**config.mk**
```make
export PLATFORM = sky130hd
export DESIGN_NAME = coeff_recomposer_flat
export DESIGN_NICKNAME = d
export VERILOG_FILES = /design/src/rtl/coeff_recomposer_if.sv /design/src/rtl/coeff_recomposer.sv /design/src/flat_wrapper.sv
export SDC_FILE = /design/constraint.sdc
export NUM_CORES = 1
export LEC_CHECK = 0
export ABC_CLOCK_PERIOD_IN_PS = 10500
export CAP_MARGIN = 20
export CORE_ASPECT_RATIO = 1.1
export CORE_UTILIZATION = 30
export DETAILED_ROUTE_END_ITERATION = 8
export PLACE_DENSITY = 0.51
export SYNTH_ARGS = -nofsm -noshare
export SYNTH_HDL_FRONTEND = slang
export SYNTH_SLANG_ARGS = --single-unit
```
**constraint.sdc**
```tcl
create_clock -name clk -period 10.5 [get_ports clk]
set_clock_uncertainty 0.15 [all_clocks]
set_input_delay 3.15 -clock clk [delete_from_list [all_inputs] [get_ports clk]]
set_output_delay 3.15 -clock clk [all_outputs]
set_load 0.02 [all_outputs]
```
**src/rtl/coeff_recomposer_if.sv**
```systemverilog
// Stream bus for coeff_recomposer: input beat (sec_lvl, dia, dib)
// and output beat (doc, err_o), each with its own valid/ready pair.
interface coeff_recomposer_if;
    logic [2:0]  sec_lvl;
    logic        valid_i;
    logic        ready_i;
    logic [23:0] dia;
    logic [23:0] dib;
    logic [23:0] doc;
    logic        valid_o;
    logic        ready_o;
    logic        err_o;

    modport master (
        output sec_lvl, valid_i, dia, dib, ready_o,
        input  ready_i, doc, valid_o, err_o
    );

    modport slave (
        input  sec_lvl, valid_i, dia, dib, ready_o,
        output ready_i, doc, valid_o, err_o
    );
endinterface

```
**src/rtl/coeff_recomposer.sv**
```systemverilog
// Dilithium recomposer: r = (r1*2*gamma2 + r0) mod q, two-stage pipeline.
// Optional range check compiled in with COEFF_RECOMP_RANGE_CHECK_EN.
module coeff_recomposer (
    input  logic              clk,
    input  logic              rst,
    coeff_recomposer_if.slave bus
);
    localparam logic [22:0] Q       = 23'd8380417;
    localparam logic [17:0] ALPHA2  = 18'd190464;
    localparam logic [18:0] ALPHA35 = 19'd523776;
    localparam logic [23:0] Q24     = {1'b0, Q};

    logic               adv1, adv2, acc, lvl2;
    logic               v1_q, v2_q;
    logic [23:0]        p2, p35, p_d, p1_q;
    logic signed [24:0] r0_d, r01_q;
    logic signed [24:0] s;
    logic [23:0]        s_add, s_sub;
    logic [23:0]        doc_d, doc_q;

    assign adv2        = !v2_q | bus.ready_o;
    assign adv1        = !v1_q | adv2;
    assign bus.ready_i = adv1 & rst;
    assign acc         = bus.valid_i & bus.ready_i;
    assign lvl2        = (bus.sec_lvl == 3'd2);
    assign r0_d        = {bus.dib[23], bus.dib};

    // Constant multiply unrolled into one shifted add per set bit of alpha
    always_comb begin
        p2  = '0;
        p35 = '0;
        for (int k = 0; k < 18; k++)
            if (ALPHA2[k]) p2 = p2 + (bus.dia << k);
        for (int k = 0; k < 19; k++)
            if (ALPHA35[k]) p35 = p35 + (bus.dia << k);
    end

    assign p_d = lvl2 ? p2 : p35;

    assign s     = $signed({1'b0, p1_q}) + r01_q;
    assign s_add = s[23:0] + Q24;
    assign s_sub = s[23:0] - Q24;

`ifdef COEFF_RECOMP_RANGE_CHECK_EN
    localparam logic signed [24:0] G2_2  = 25'sd95232;
    localparam logic signed [24:0] G2_35 = 25'sd261888;

    logic               err_d, err1_q, err2_q;
    logic signed [24:0] g2;
    logic [23:0]        r1_max;

    assign g2     = lvl2 ? G2_2 : G2_35;
    assign r1_max = lvl2 ? 24'd43 : 24'd15;
    assign err_d  = (bus.dia > r1_max) | (r0_d > g2) | (r0_d < -g2);

    always_ff @(posedge clk or negedge rst) begin
        if (!rst) begin
            err1_q <= 1'b0;
            err2_q <= 1'b0;
        end else begin
            if (acc) err1_q <= err_d;
            if (adv2 && v1_q) err2_q <= err1_q;
        end
    end

    assign bus.err_o = v2_q & err2_q;
`else
    assign bus.err_o = 1'b0;
`endif

    // s is within one modulus of [0, q) for legal inputs
    always_comb begin
        doc_d = s[23:0];
        if (s[24])
            doc_d = s_add;
        else if (s >= $signed({2'b00, Q}))
            doc_d = s_sub;
`ifdef COEFF_RECOMP_RANGE_CHECK_EN
        if (err1_q) doc_d = '0;
`endif
    end

    always_ff @(posedge clk or negedge rst) begin
        if (!rst) begin
            v1_q  <= 1'b0;
            v2_q  <= 1'b0;
            p1_q  <= '0;
            r01_q <= '0;
            doc_q <= '0;
        end else begin
            if (adv1) begin
                v1_q <= acc;
                if (acc) begin
                    p1_q  <= p_d;
                    r01_q <= r0_d;
                end
            end
            if (adv2) begin
                v2_q <= v1_q;
                if (v1_q) doc_q <= doc_d;
            end
        end
    end

    assign bus.valid_o = v2_q;
    assign bus.doc     = doc_q;
endmodule

```
**src/flat_wrapper.sv**
```systemverilog
// flat-port wrapper written by rule: the top's interface ports become plain ports
module coeff_recomposer_flat 
  (clk, rst, bus_sec_lvl, bus_valid_i, bus_dia, bus_dib, bus_ready_o, bus_ready_i, bus_doc, bus_valid_o, bus_err_o);
  coeff_recomposer_if bus_i ();
  input  logic clk;
  input  logic rst;
  input wire logic [$bits(bus_i.sec_lvl)-1:0] bus_sec_lvl;
  input wire logic [$bits(bus_i.valid_i)-1:0] bus_valid_i;
  input wire logic [$bits(bus_i.dia)-1:0] bus_dia;
  input wire logic [$bits(bus_i.dib)-1:0] bus_dib;
  input wire logic [$bits(bus_i.ready_o)-1:0] bus_ready_o;
  output wire logic [$bits(bus_i.ready_i)-1:0] bus_ready_i;
  output wire logic [$bits(bus_i.doc)-1:0] bus_doc;
  output wire logic [$bits(bus_i.valid_o)-1:0] bus_valid_o;
  output wire logic [$bits(bus_i.err_o)-1:0] bus_err_o;
  assign bus_i.sec_lvl = bus_sec_lvl;
  assign bus_i.valid_i = bus_valid_i;
  assign bus_i.dia = bus_dia;
  assign bus_i.dib = bus_dib;
  assign bus_i.ready_o = bus_ready_o;
  assign bus_ready_i = bus_i.ready_i;
  assign bus_doc = bus_i.doc;
  assign bus_valid_o = bus_i.valid_o;
  assign bus_err_o = bus_i.err_o;
  coeff_recomposer u_core (.clk(clk), .rst(rst), .bus(bus_i));
endmodule
```
Word level (Yosys, flattened, before mapping)
Cells that the tools add are included.
{"block": "totals", "ff_bits": 74, "out_inout_bits": 27, "wordCells": 34}
{"block": "op_classes", "addsub": 16, "n_lt_le_gt_ge": 1, "n_eq_ne": 1, "n_mux": 3, "bitwise_logic": 4, "reduce_logical": 4}
{"operator": "24-bit adder", "count": 13}
{"operator": "24-bit two-way mux", "count": 3}
{"operator": "25-bit by 24-bit adder with 25-bit output", "count": 1}
{"operator": "25-bit by 24-bit >= comparator with 1-bit output (second input constant)", "count": 1}
{"operator": "24-bit by 23-bit adder with 24-bit output (second input constant)", "count": 1}
{"operator": "24-bit by 23-bit subtractor with 24-bit output (second input constant)", "count": 1}
{"operator": "2-bit AND reduction", "count": 2}
{"operator": "3-bit by 2-bit == test with 1-bit output (second input constant)", "count": 1}
{"operator": "1-bit AND", "count": 2}
{"operator": "1-bit zero test", "count": 2}
{"operator": "1-bit bitwise OR", "count": 2}

Longest topological paths before layout
Gate-level depths: netlist (run 1).
{"block": "logic_depth", "depth_word": 10, "depth_mapped": 20, "depth_no_buf": 20}

Worst setup path before layout (run 1)
Ideal clock, no wire load.
{"block": "synth_path", "kind": "input to register", "from": "input bus_dia[0]", "to": "register u_core.p1_q[23]", "setup_time_ps": 83, "arrival_ps": 7329, "required_time_ps": 10267, "slack_ps": 2938, "cell_stages": 20, "n_path_buf": 0, "cell_sequence": "fa_1 -> xor2_1 -> ha_1 -> nand2b_1 -> inv_1 -> fa_1 -> inv_1 -> ha_1 -> ha_1 -> ha_1 -> fa_1 -> a21o_1 -> a21oi_1 -> o21bai_1 -> a21oi_1 -> o21bai_1 -> a21oi_1 -> xnor2_1 -> a21oi_1 -> o21ai_0"}
{"block": "synth_via", "elab_chain_cells": 10, "word_cells_on_any_way": 14, "cone_classes": "add/sub (13); mux (1)"}
{"item": "from (decl)", "line": "flat_wrapper.sv:9", "text": "input wire logic [$bits(bus_i.dia)-1:0] bus_dia;"}
{"item": "24-bit adder (9 in a row)", "line": "coeff_recomposer.sv:35", "text": "if (ALPHA35[k]) p35 = p35 + (bus.dia << k);"}
{"item": "24-bit two-way mux (*)", "line": "coeff_recomposer.sv:38", "text": "assign p_d = lvl2 ? p2 : p35;"}
{"item": "to (signal assigned)", "line": "coeff_recomposer.sv:94", "text": "p1_q <= p_d;"}
{"item": "to (decl)", "line": "coeff_recomposer.sv:15", "text": "logic [23:0] p2, p35, p_d, p1_q;"}
Mark *: on every way between the ends. The rest lies on a longest branch, timed or not.
A chain may end at the register's enable or synchronous reset.

Worst setup path in the final report (run 1)
{"block": "layout_path", "from": "input bus_dia[2]", "to": "register u_core.p1_q[23]"}
The elaborated chain is that of the path after synthesis.

==> results of run 1 <==
worst paths after layout:
check | to | slack [ps] | depth (start not counted)
max in group asynchronous | u_core.bus.doc[0]$_DFFE_PN0P_ | 6560 | 2
min in group asynchronous | u_core.r01_q[20]$_DFFE_PN0P_ | 2680 | 1
worst min register to register | u_core.bus.doc[3]$_DFFE_PN0P_ | 330 | 2
worst max-delay path | u_core.p1_q[23]$_DFFE_PN0P_ | 2050 | 20
worst min-delay path | u_core.bus.doc[3]$_DFFE_PN0P_ | 330 | 2
worst max register to register | u_core.bus.doc[22]$_DFFE_PN0P_ | 6140 | 11
layout make-up:
class	count	area, um^2
Clock buffer	11	243
Tap cell	300	375
Multi-Input combinational cell	575	5030
Clock inverter	5	86.3
Fill cell	2398	14500
Inverter	55	206
Timing Repair Buffer	76	748
Sequential cell	65	1630
per-layer routing:
metal	GRT usage	wire length, um
met1	0.177	7240
met2	0.246	7980
met3	0.0152	338
met4	0.0337	153
met5	0	0
cell usage in the layout (no fill, tap or decap), types with 9 or more instances in the layout:
cell type,count
nor3_1,20
clkbuf_16,9
nand3_1,11
a31oi_1,13
dfrtp_1,65
xor2_1,26
a21oi_1,33
o21ai_1,20
inv_1,55
a21o_1,15
xnor2_1,42
mux2_2,26
fa_1,60
o21ai_0,34
clkdlybuf4s50_1,70
ha_1,59
nor2_1,32
nand2_1,68
report_power, final:
part / internal, mW / switching [mW] / total, mW
Sequential: 0.332 / 0.0539 / 0.386
Combinational: 0.861 / 1.17 / 2.03
Clock: 0.216 / 0.117 / 0.334
tightest hold or removal path, cell delays in order, from the launching register on:
cell	delay (ps)
dfrtp_1	340
nand2_1	50
o21ai_1	60
metrics by stage:
stage | power (mW) | area, um^2 | worst slack, ps | hold slack [ps]
final | 2.75 | 8310 | 2050 | 328
after global routing | 3.05 | 8310 | 1660 | 350
after CTS | 2.79 | 8300 | 2020 | 337
after detailed placement | 2.44 | 7970 | 1680 | 324
after global placement | 2.42 | 7970 | 1680 | 312
after floorplan | 1.95 | 6980 | 2940 | 304
state kept, by name, summed over array words and instances, names as in the netlist:
name	cells
u_core.r01_q	24
u_core.p1_q	15
u_core.bus.doc	24
u_core.v1_q	1
u_core.bus.valid_o	1
cells by family (layout without fill, tap and decap cells):
| kind of cell | count (synthesis) | after routing | synth area share |
|---|---|---|---|
| AO/OA/AOI/OAI | 170 | 170 | 0.168 |
| XOR/XNOR | 69 | 69 | 0.0877 |
| adder cells (fa/ha/maj) | 119 | 119 | 0.278 |
| buffers and inverters | 82 | 147 | 0.0463 |
| flip-flops | 65 | 65 | 0.233 |
| multiplexers | 34 | 34 | 0.0536 |
| other | 1 | 1 | 0.000538 |
| AND/OR/NAND/NOR | 182 | 182 | 0.132 |
==> impl_metrics.env, run 1 <==
export IMPL_avgRoutedWirePerCell_um=14.5
export IMPL_synth_edf_count=0
export IMPL_root_buffer="clkbuf_16"
export IMPL_final_max_slew_viol_count=0
export IMPL_finalHoldViolations=0
export IMPL_critical_path_top_delay_family="adder cells"
export IMPL_ios=82
export IMPL_h_tree_depth=3
export IMPL_worstPathArrival_ps=8500
export IMPL_grt_pass1_vias=5272
export IMPL_drt_pass1_iterations=4
export IMPL_grtUsageTotal=0.138
export IMPL_coreArea_um2=22900
export IMPL_synth_ff_type="dfrtp_1"
export IMPL_fin_util=0.364
export IMPL_ys_types=73
export IMPL_drc=0
export IMPL_antenna_found_initial=0
export IMPL_clk_pin_slew_ps=60
export IMPL_cts_resized_gates=0
export IMPL_vias_per_cell=4.85
export IMPL_layout_drive_gt1_share=0.0839
export IMPL_yosys_register_bits=65
export IMPL_cpPeakStageDelay_ps=730
export IMPL_via_count=5277
export IMPL_clock_fmax_mhz=118
export IMPL_instances_no_fill=1087
export IMPL_critPathLaunch="bus_dia[2]"
export IMPL_grt_start_max_net_pins=57
export IMPL_hold_buffers=0
export IMPL_fp_dieW_um=147
export IMPL_portBuffers=71
export IMPL_finalCritPeriodShare=0.805
export IMPL_drt_iter0_drc=188
export IMPL_hold_path_class="flip-flop to flip-flop"
export IMPL_synth_most_common_cell="nand2_1"
export IMPL_min_from="u_core.bus.doc[3]$_DFFE_PN0P_"
export IMPL_yosysSeqAreaShare=0.233
export IMPL_synth_top_area_cell="dfrtp_1"
export IMPL_syn_num_nets=896
export IMPL_synth_area_per_cell_um2=9.66
export IMPL_endpoint_kind="flip-flop"
export IMPL_crit_buf_inv=2
export IMPL_dieArea_um2=23900
export IMPL_grt_ovfl_total=0
export IMPL_die_h_um=162
export IMPL_crit_top_cell="a21oi_1"
export IMPL_synthArstFlopShare=1.00
export IMPL_insertedDiodeCount=0
export IMPL_initial_utilization=0.305
export IMPL_cp_slowest_cell="fa_1"
export IMPL_clock_latency_ps=340
export IMPL_rows=58
export IMPL_fin_tns_setup_ps=0
export IMPL_yosys_warnings=0
export IMPL_setup_viol_count_final=0
export IMPL_worstReg2RegStart="u_core.r01_q[9]$_DFFE_PN0P_"
export IMPL_numCtsBuffers=9
export IMPL_tightest_slew_ps=849
export IMPL_rsz0062_at_grt="no"
export IMPL_cts_tree="built"
export IMPL_syn_to_final_growth_pct=19.2
export IMPL_finalNetCount=956
export IMPL_synth_area_top_cells="dfrtp_1 (23%), fa_1 (17%), ha_1 (11%), xnor2_1 (5.3%), mux2_2 (4.2%)"
export IMPL_post_cts_buffers=0
export IMPL_relSlewSlack=0.434
export IMPL_yosysTopAreaCellShare=0.233
export IMPL_path_cells="clkdlybuf4s50_1, fa_1, xor2_1, ha_1, nand2b_1, inv_1, xnor2_1, xor2_1, fa_1, ha_1, fa_1, a21o_1, a21oi_1, o21bai_1, a21oi_1, o21bai_1, a21oi_1, xnor2_1, a21oi_1, o21ai_0"
export IMPL_vdd_drop_max_v=0.000264
export IMPL_startpoint_type="input port"
export IMPL_path_max_fanout=6
export IMPL_synth_commonest_cells="nand2_1 (69), dfrtp_1 (65), fa_1 (60)"
export IMPL_grt_pass1_wl_um=26500
export IMPL_cts_sinks=65
export IMPL_placed_cells=1070
export IMPL_synth_cells=722
export IMPL_dpl_hpwl_um=12800
export IMPL_gp_congestion=0.825
export IMPL_leakage_nw=3.53
export IMPL_routed_wirelength_um=15700
export IMPL_power_density_nw_per_um2=331
export IMPL_critPathKind="input port to flip-flop"
export IMPL_period_minus_slack_ps=8450
export IMPL_required_ps=10550
export IMPL_cap_violations=0
export IMPL_clockBufferDepth=2
export IMPL_syn_area_um2=6980
export IMPL_ant_nets=0
export IMPL_outcome="finished clean"
Note: power is estimated with default switching activity, not from simulation.
==> run 2: changes to the inputs <==
--- a/config.mk
+++ b/config.mk
@@ -5,12 +5,12 @@
 export SDC_FILE = /design/constraint.sdc
 export NUM_CORES = 1
 export LEC_CHECK = 0
-export ABC_CLOCK_PERIOD_IN_PS = 10500
+export ABC_CLOCK_PERIOD_IN_PS = 7290
 export CAP_MARGIN = 20
 export CORE_ASPECT_RATIO = 1.1
 export CORE_UTILIZATION = 30
 export DETAILED_ROUTE_END_ITERATION = 8
-export PLACE_DENSITY = 0.51
+export PLACE_DENSITY = 0.53
 export SYNTH_ARGS = -nofsm -noshare
 export SYNTH_HDL_FRONTEND = slang
 export SYNTH_SLANG_ARGS = --single-unit
==> constraint.sdc (replaced) <==
create_clock -name clk -period 7.29 [get_ports clk]
set_clock_uncertainty 0.15 [all_clocks]
set_input_delay 2.187 -clock clk [delete_from_list [all_inputs] [get_ports clk]]
set_output_delay 2.187 -clock clk [all_outputs]
set_load 0.02 [all_outputs]
==> run 2 against run 1 <==
  * Non-clock buffer count increased by 25
  * Worst setup slack got worse by 1600 ps
  * Hold slack about the same
  * Combinational power increased by 44%
  * Clock-buffer cell count unchanged
  * Critical path depth increased by 1
  * Critical path type unchanged
  * Critical endpoint unchanged
==> impl_metrics.env, run 2 (synthesized netlist as in run 1, its figures left out) <==
export IMPL_outcome="finished clean"
export IMPL_instances_no_fill=1112
export IMPL_critPathKind="input port to flip-flop"
export IMPL_antenna_found_initial=0
export IMPL_die_h_um=162
export IMPL_cts_resized_gates=0
export IMPL_critPathLaunch="bus_dia[0]"
export IMPL_n_fill_cell=2329
export IMPL_avgRoutedWirePerCell_um=14.2
export IMPL_startpoint_type="input port"
export IMPL_hold_buffers=0
export IMPL_period_minus_slack_ps=6870
export IMPL_numCtsBuffers=9
export IMPL_fin_tns_setup_ps=0
export IMPL_portBuffers=71
export IMPL_setup_viol_count_final=0
export IMPL_dieArea_um2=23900
export IMPL_worstPathArrival_ps=6980
export IMPL_grt_start_max_net_pins=39
export IMPL_rows=58
export IMPL_finalCritPeriodShare=0.942
export IMPL_grt_pass1_wl_um=26500
export IMPL_final_area_um2=8500
export IMPL_place_area_um2=8160
export IMPL_vdd_drop_max_v=0.000229
export IMPL_min_from="u_core.bus.doc[9]$_DFFE_PN0P_"
export IMPL_via_count=5354
export IMPL_met2_usage=0.245
export IMPL_rsz0062_at_grt="no"
export IMPL_final_common_cell="clkdlybuf4s50_1"
export IMPL_met3_usage=0.0152
export IMPL_power_density_nw_per_um2=466
export IMPL_relSlewSlack=0.414
export IMPL_initial_utilization=0.305
export IMPL_drt_iter0_drc=162
export IMPL_gp_congestion=0.828
export IMPL_fin_util=0.372
export IMPL_placed_cells=1095
export IMPL_root_buffer="clkbuf_16"
export IMPL_cts_tree="built"
export IMPL_required_ps=7400
export IMPL_coreArea_um2=22900
export IMPL_endpoint_kind="flip-flop"
export IMPL_ios=82
export IMPL_vias_per_cell=4.81
export IMPL_met1_usage=0.178
export IMPL_drc=0
export IMPL_clock_fmax_mhz=146
export IMPL_layout_drive_gt1_share=0.112
export IMPL_syn_to_final_growth_pct=21.9
export IMPL_clk_pin_slew_ps=60
export IMPL_drt_pass1_iterations=4
export IMPL_final_max_slew_viol_count=0
export IMPL_h_tree_depth=3
export IMPL_grt_ovfl_total=0
export IMPL_grt_pass1_vias=5266
export IMPL_path_max_fanout=3
export IMPL_busiest_layer="met2"
export IMPL_cts_sinks=65
export IMPL_insertedDiodeCount=0
export IMPL_worstReg2RegStart="u_core.r01_q[9]$_DFFE_PN0P_"
export IMPL_dpl_hpwl_um=13100
export IMPL_routed_wirelength_um=15800
export IMPL_grtUsageTotal=0.139
export IMPL_leakage_nw=3.65
export IMPL_post_cts_buffers=0
export IMPL_layout_common_cells="clkdlybuf4s50_1 (70), nand2_1 (68), dfrtp_1 (65)"
export IMPL_clockBufferDepth=2
export IMPL_clock_latency_ps=340
export IMPL_finalNetCount=981
export IMPL_tightest_slew_ps=868
export IMPL_ant_nets=0
export IMPL_fp_dieW_um=147
export IMPL_cap_violations=0
export IMPL_hold_path_class="flip-flop to flip-flop"
export IMPL_finalHoldViolations=0
==> run 2: worst paths after layout <==
kind / depth (start not counted) / endpoint / slack, ps
max: 21 / u_core.p1_q[23]$_DFFE_PN0P_ / 420
min: 2 / u_core.bus.doc[9]$_DFFE_PN0P_ / 330
max reg2reg: 11 / u_core.bus.doc[22]$_DFFE_PN0P_ / 2990
min reg2reg: 2 / u_core.bus.doc[9]$_DFFE_PN0P_ / 330
max in group asynchronous: 3 / u_core.r01_q[19]$_DFFE_PN0P_ / 4360
min in group asynchronous: 2 / u_core.r01_q[21]$_DFFE_PN0P_ / 1840
==> run 2: metal layers <==
layer	share of wire	vias up
li1	-	2712
met1	0.46	2537
met2	0.50	86
met3	0.026	19
met4	0.014	0
met5	0	-
==> run 2: cell type report <==
type / count / area [um^2] / share of cell area
Clock buffer: 11 / 243 / 0.0286
Multi-Input combinational cell: 575 / 5030 / 0.591
Inverter: 55 / 206 / 0.0243
Clock inverter: 5 / 86.3 / 0.0102
Timing Repair Buffer: 101 / 936 / 0.110
Sequential cell: 65 / 1630 / 0.191
Tap cell: 300 / 375 / 0.0442
==> run 2: stage by stage <==
stage	power, mW	hold slack (ps)	worst slack (ps)
6_report	3.96	328	420
5_1_grt	4.41	348	132
4_1_cts	4.02	338	379
3_5_place_dp	3.52	325	29.1
3_3_place_gp	3.50	317	54.7
2_1_floorplan	2.80	304	691
==> run 2: power breakdown <==
| group | leakage [nW] | switching [mW] | internal [mW] |
|---|---|---|---|
| registers | 0.790 | 0.0809 | 0.479 |
| clock network | 0.161 | 0.169 | 0.312 |
| logic | 2.70 | 1.64 | 1.28 |
==> run 2: worst max-delay path: stages <==
cell and delay [ps]:
clkdlybuf4s50_1 460, fa_1 590, xor2_1 210, ha_1 160
nand2b_1 140, inv_1 110, fa_1 540, inv_1 40
ha_1 280, ha_1 300, ha_1 230, fa_1 400
a21o_1 170, a21oi_1 220, o21bai_1 90, a21oi_1 200
o21bai_1 80, a21oi_1 170, xnor2_1 160, a21oi_1 90
o21ai_0 150
==> run 3: changes to the inputs <==
--- a/config.mk
+++ b/config.mk
@@ -7,7 +7,6 @@
 export LEC_CHECK = 0
 export ABC_CLOCK_PERIOD_IN_PS = 7290
 export CAP_MARGIN = 20
-export CORE_ASPECT_RATIO = 1.1
 export CORE_UTILIZATION = 30
 export DETAILED_ROUTE_END_ITERATION = 8
 export PLACE_DENSITY = 0.53
==> run 3 against run 2 <==
  * Clock power fell by 9.4%
  * Hold slack got worse by 3.0 ps
  * First-iteration DRC count up 12%
  * Routed wire length is 1.7% higher
  * Combinational power hardly changed
  * Critical path depth unchanged
==> impl_metrics.env, run 3 (synthesized netlist as in run 1, its figures left out) <==
export IMPL_finalCritPeriodShare=0.946
export IMPL_cts_tree="built"
export IMPL_setup_viol_count_final=0
export IMPL_cap_violations=0
export IMPL_coreArea_um2=22700
export IMPL_clk_pin_slew_ps=60
export IMPL_syn_to_final_growth_pct=21.3
export IMPL_portBuffers=71
export IMPL_antenna_found_initial=0
export IMPL_via_count=5330
export IMPL_min_from="u_core.bus.doc[15]$_DFFE_PN0P_"
export IMPL_fp_dieW_um=154
export IMPL_dpl_hpwl_um=13000
export IMPL_path_max_fanout=3
export IMPL_worstPathArrival_ps=6930
export IMPL_outcome="finished clean"
export IMPL_dp_slack_ps=32.1
export IMPL_pwr_share_clk=0.111
export IMPL_startpoint_type="input port"
export IMPL_tightest_slew_ps=897
export IMPL_r2r_end="u_core.bus.doc[22]$_DFFE_PN0P_"
export IMPL_cts_sinks=65
export IMPL_period_minus_slack_ps=6900
export IMPL_finalHoldViolations=0
export IMPL_rsz0062_at_grt="no"
export IMPL_hold_buffers=0
export IMPL_ant_nets=0
export IMPL_insertedDiodeCount=0
export IMPL_whs_path_depth=2
export IMPL_switching_power_mw=1.90
export IMPL_drt_iter0_drc=181
export IMPL_initial_utilization=0.307
export IMPL_n_fill_cell=2310
export IMPL_hold_path_end="u_core.bus.doc[15]$_DFFE_PN0P_"
export IMPL_critPathKind="input port to flip-flop"
export IMPL_rows=55
export IMPL_grt_start_max_net_pins=57
export IMPL_root_buffer="clkbuf_16"
export IMPL_drt_pass1_iterations=4
export IMPL_h_tree_depth=3
export IMPL_avgRoutedWirePerCell_um=14.6
export IMPL_leakage_nw=3.62
export IMPL_gp_congestion=0.843
export IMPL_r2r_cells=11
export IMPL_swShare=0.483
export IMPL_final_common_cell="clkdlybuf4s50_1"
export IMPL_endpoint_kind="flip-flop"
export IMPL_numCtsBuffers=9
export IMPL_grt_pass1_wl_um=27000
export IMPL_clockBufferDepth=2
export IMPL_clock_fmax_mhz=145
export IMPL_clock_latency_ps=330
export IMPL_routed_wirelength_um=16000
export IMPL_worstReg2RegStart="u_core.p1_q[9]$_DFFE_PN0P_"
export IMPL_finalNetCount=983
export IMPL_grt_ovfl_total=0
export IMPL_relSlewSlack=0.394
export IMPL_layout_common_cells="clkdlybuf4s50_1 (70), nand2_1 (68), dfrtp_1 (65)"
export IMPL_dieArea_um2=23900
export IMPL_seqPwrFrac=0.142
export IMPL_hold_path_class="flip-flop to flip-flop"
export IMPL_final_max_slew_viol_count=0
export IMPL_power_internal_mw=2.04
export IMPL_ios=82
export IMPL_grtUsageTotal=0.142
export IMPL_drc=0
export IMPL_vdd_drop_max_v=0.000301
export IMPL_layout_drive_gt1_share=0.114
export IMPL_power_density_nw_per_um2=465
export IMPL_cts_resized_gates=0
export IMPL_rrSetupSlack_ps=2990
export IMPL_die_h_um=154
export IMPL_hold_ws_ps=325
export IMPL_combPwrFrac=0.747
export IMPL_post_cts_buffers=0
export IMPL_fin_tns_setup_ps=0
export IMPL_vias_per_cell=4.85
export IMPL_required_ps=7330
export IMPL_setup_ws_ps=392
export IMPL_grt_pass1_vias=5348
export IMPL_fin_util=0.372
run 3: changes by cell type in the layout (fill, tap and decap cells not counted):
cell,change
clkinv_2,+2
clkinv_4,-1
dlymetal6s2s_1,-1
inv_6,-2
bufinv_16,-1
buf_4,+2
clkinvlp_4,+2
buf_1,+1
run 3: power groups by stage:
| stage | Combinational, mW | Sequential [mW] | Clock [mW] |
|---|---|---|---|
| finish | 2.94 | 0.558 | 0.436 |
| global route | 3.34 | 0.576 | 0.464 |
| floorplan | 2.19 | 0.611 | 0 |
| CTS | 2.99 | 0.561 | 0.449 |
| global placement | 2.96 | 0.563 | 0 |
| detailed placement | 2.97 | 0.568 | 0 |
run 3: final cells by class:
type / count / area [um^2] / share of cell area
multi-input cells: 575 / 5030 / 0.595
flip-flops and latches: 65 / 1630 / 0.192
repair buffers: 103 / 942 / 0.111
well taps: 285 / 357 / 0.0422
clock buffers: 11 / 243 / 0.0287
inverters: 55 / 206 / 0.0244
clock inverters: 5 / 55.1 / 0.00651
run 3: metal layers:
layer	track usage	vias up	routed length, um
met5	0	-	0
met3	0.0163	15	356
met4	0.0434	0	274
li1	-	2712	-
met2	0.242	78	7790
met1	0.187	2525	7610
run 3: worst max-delay path: stages:
cell and delay, ps:
clkdlybuf4s50_1 500, fa_1 560, xor2_1 270, ha_1 190
nand2b_1 120, inv_1 100, fa_1 540, inv_1 40
ha_1 290, ha_1 300, ha_1 230, fa_1 390
a21o_1 170, a21oi_1 190, o21bai_1 90, a21oi_1 190
o21bai_1 80, a21oi_1 170, xnor2_1 90, a21oi_1 170
o21ai_0 80
run 3: worst max path at each step:
stage	slack [ps]	from	cells past startpoint	endpoint
after CTS	340	bus_dia[2]	21	u_core.p1_q[23]$_DFFE_PN0P_
after floorplan	690	bus_dia[0]	20	u_core.p1_q[23]$_DFFE_PN0P_
after global routing	50	bus_dia[2]	21	u_core.p1_q[23]$_DFFE_PN0P_
after detailed placement	30	bus_dia[2]	21	u_core.p1_q[23]$_DFFE_PN0P_
after global placement	-10	bus_dia[2]	21	u_core.p1_q[23]$_DFFE_PN0P_
final	390	bus_dia[2]	21	u_core.p1_q[23]$_DFFE_PN0P_
run 3: metrics by stage:
step | total power, mW | instances | instance area [um^2]
final | 3.94 | 1099 | 8460
after CTS | 4.00 | 1099 | 8460
after global placement | 3.53 | 1082 | 8160
after detailed placement | 3.54 | 1083 | 8160
after global routing | 4.38 | 1099 | 8460
after floorplan | 2.80 | 722 | 6980
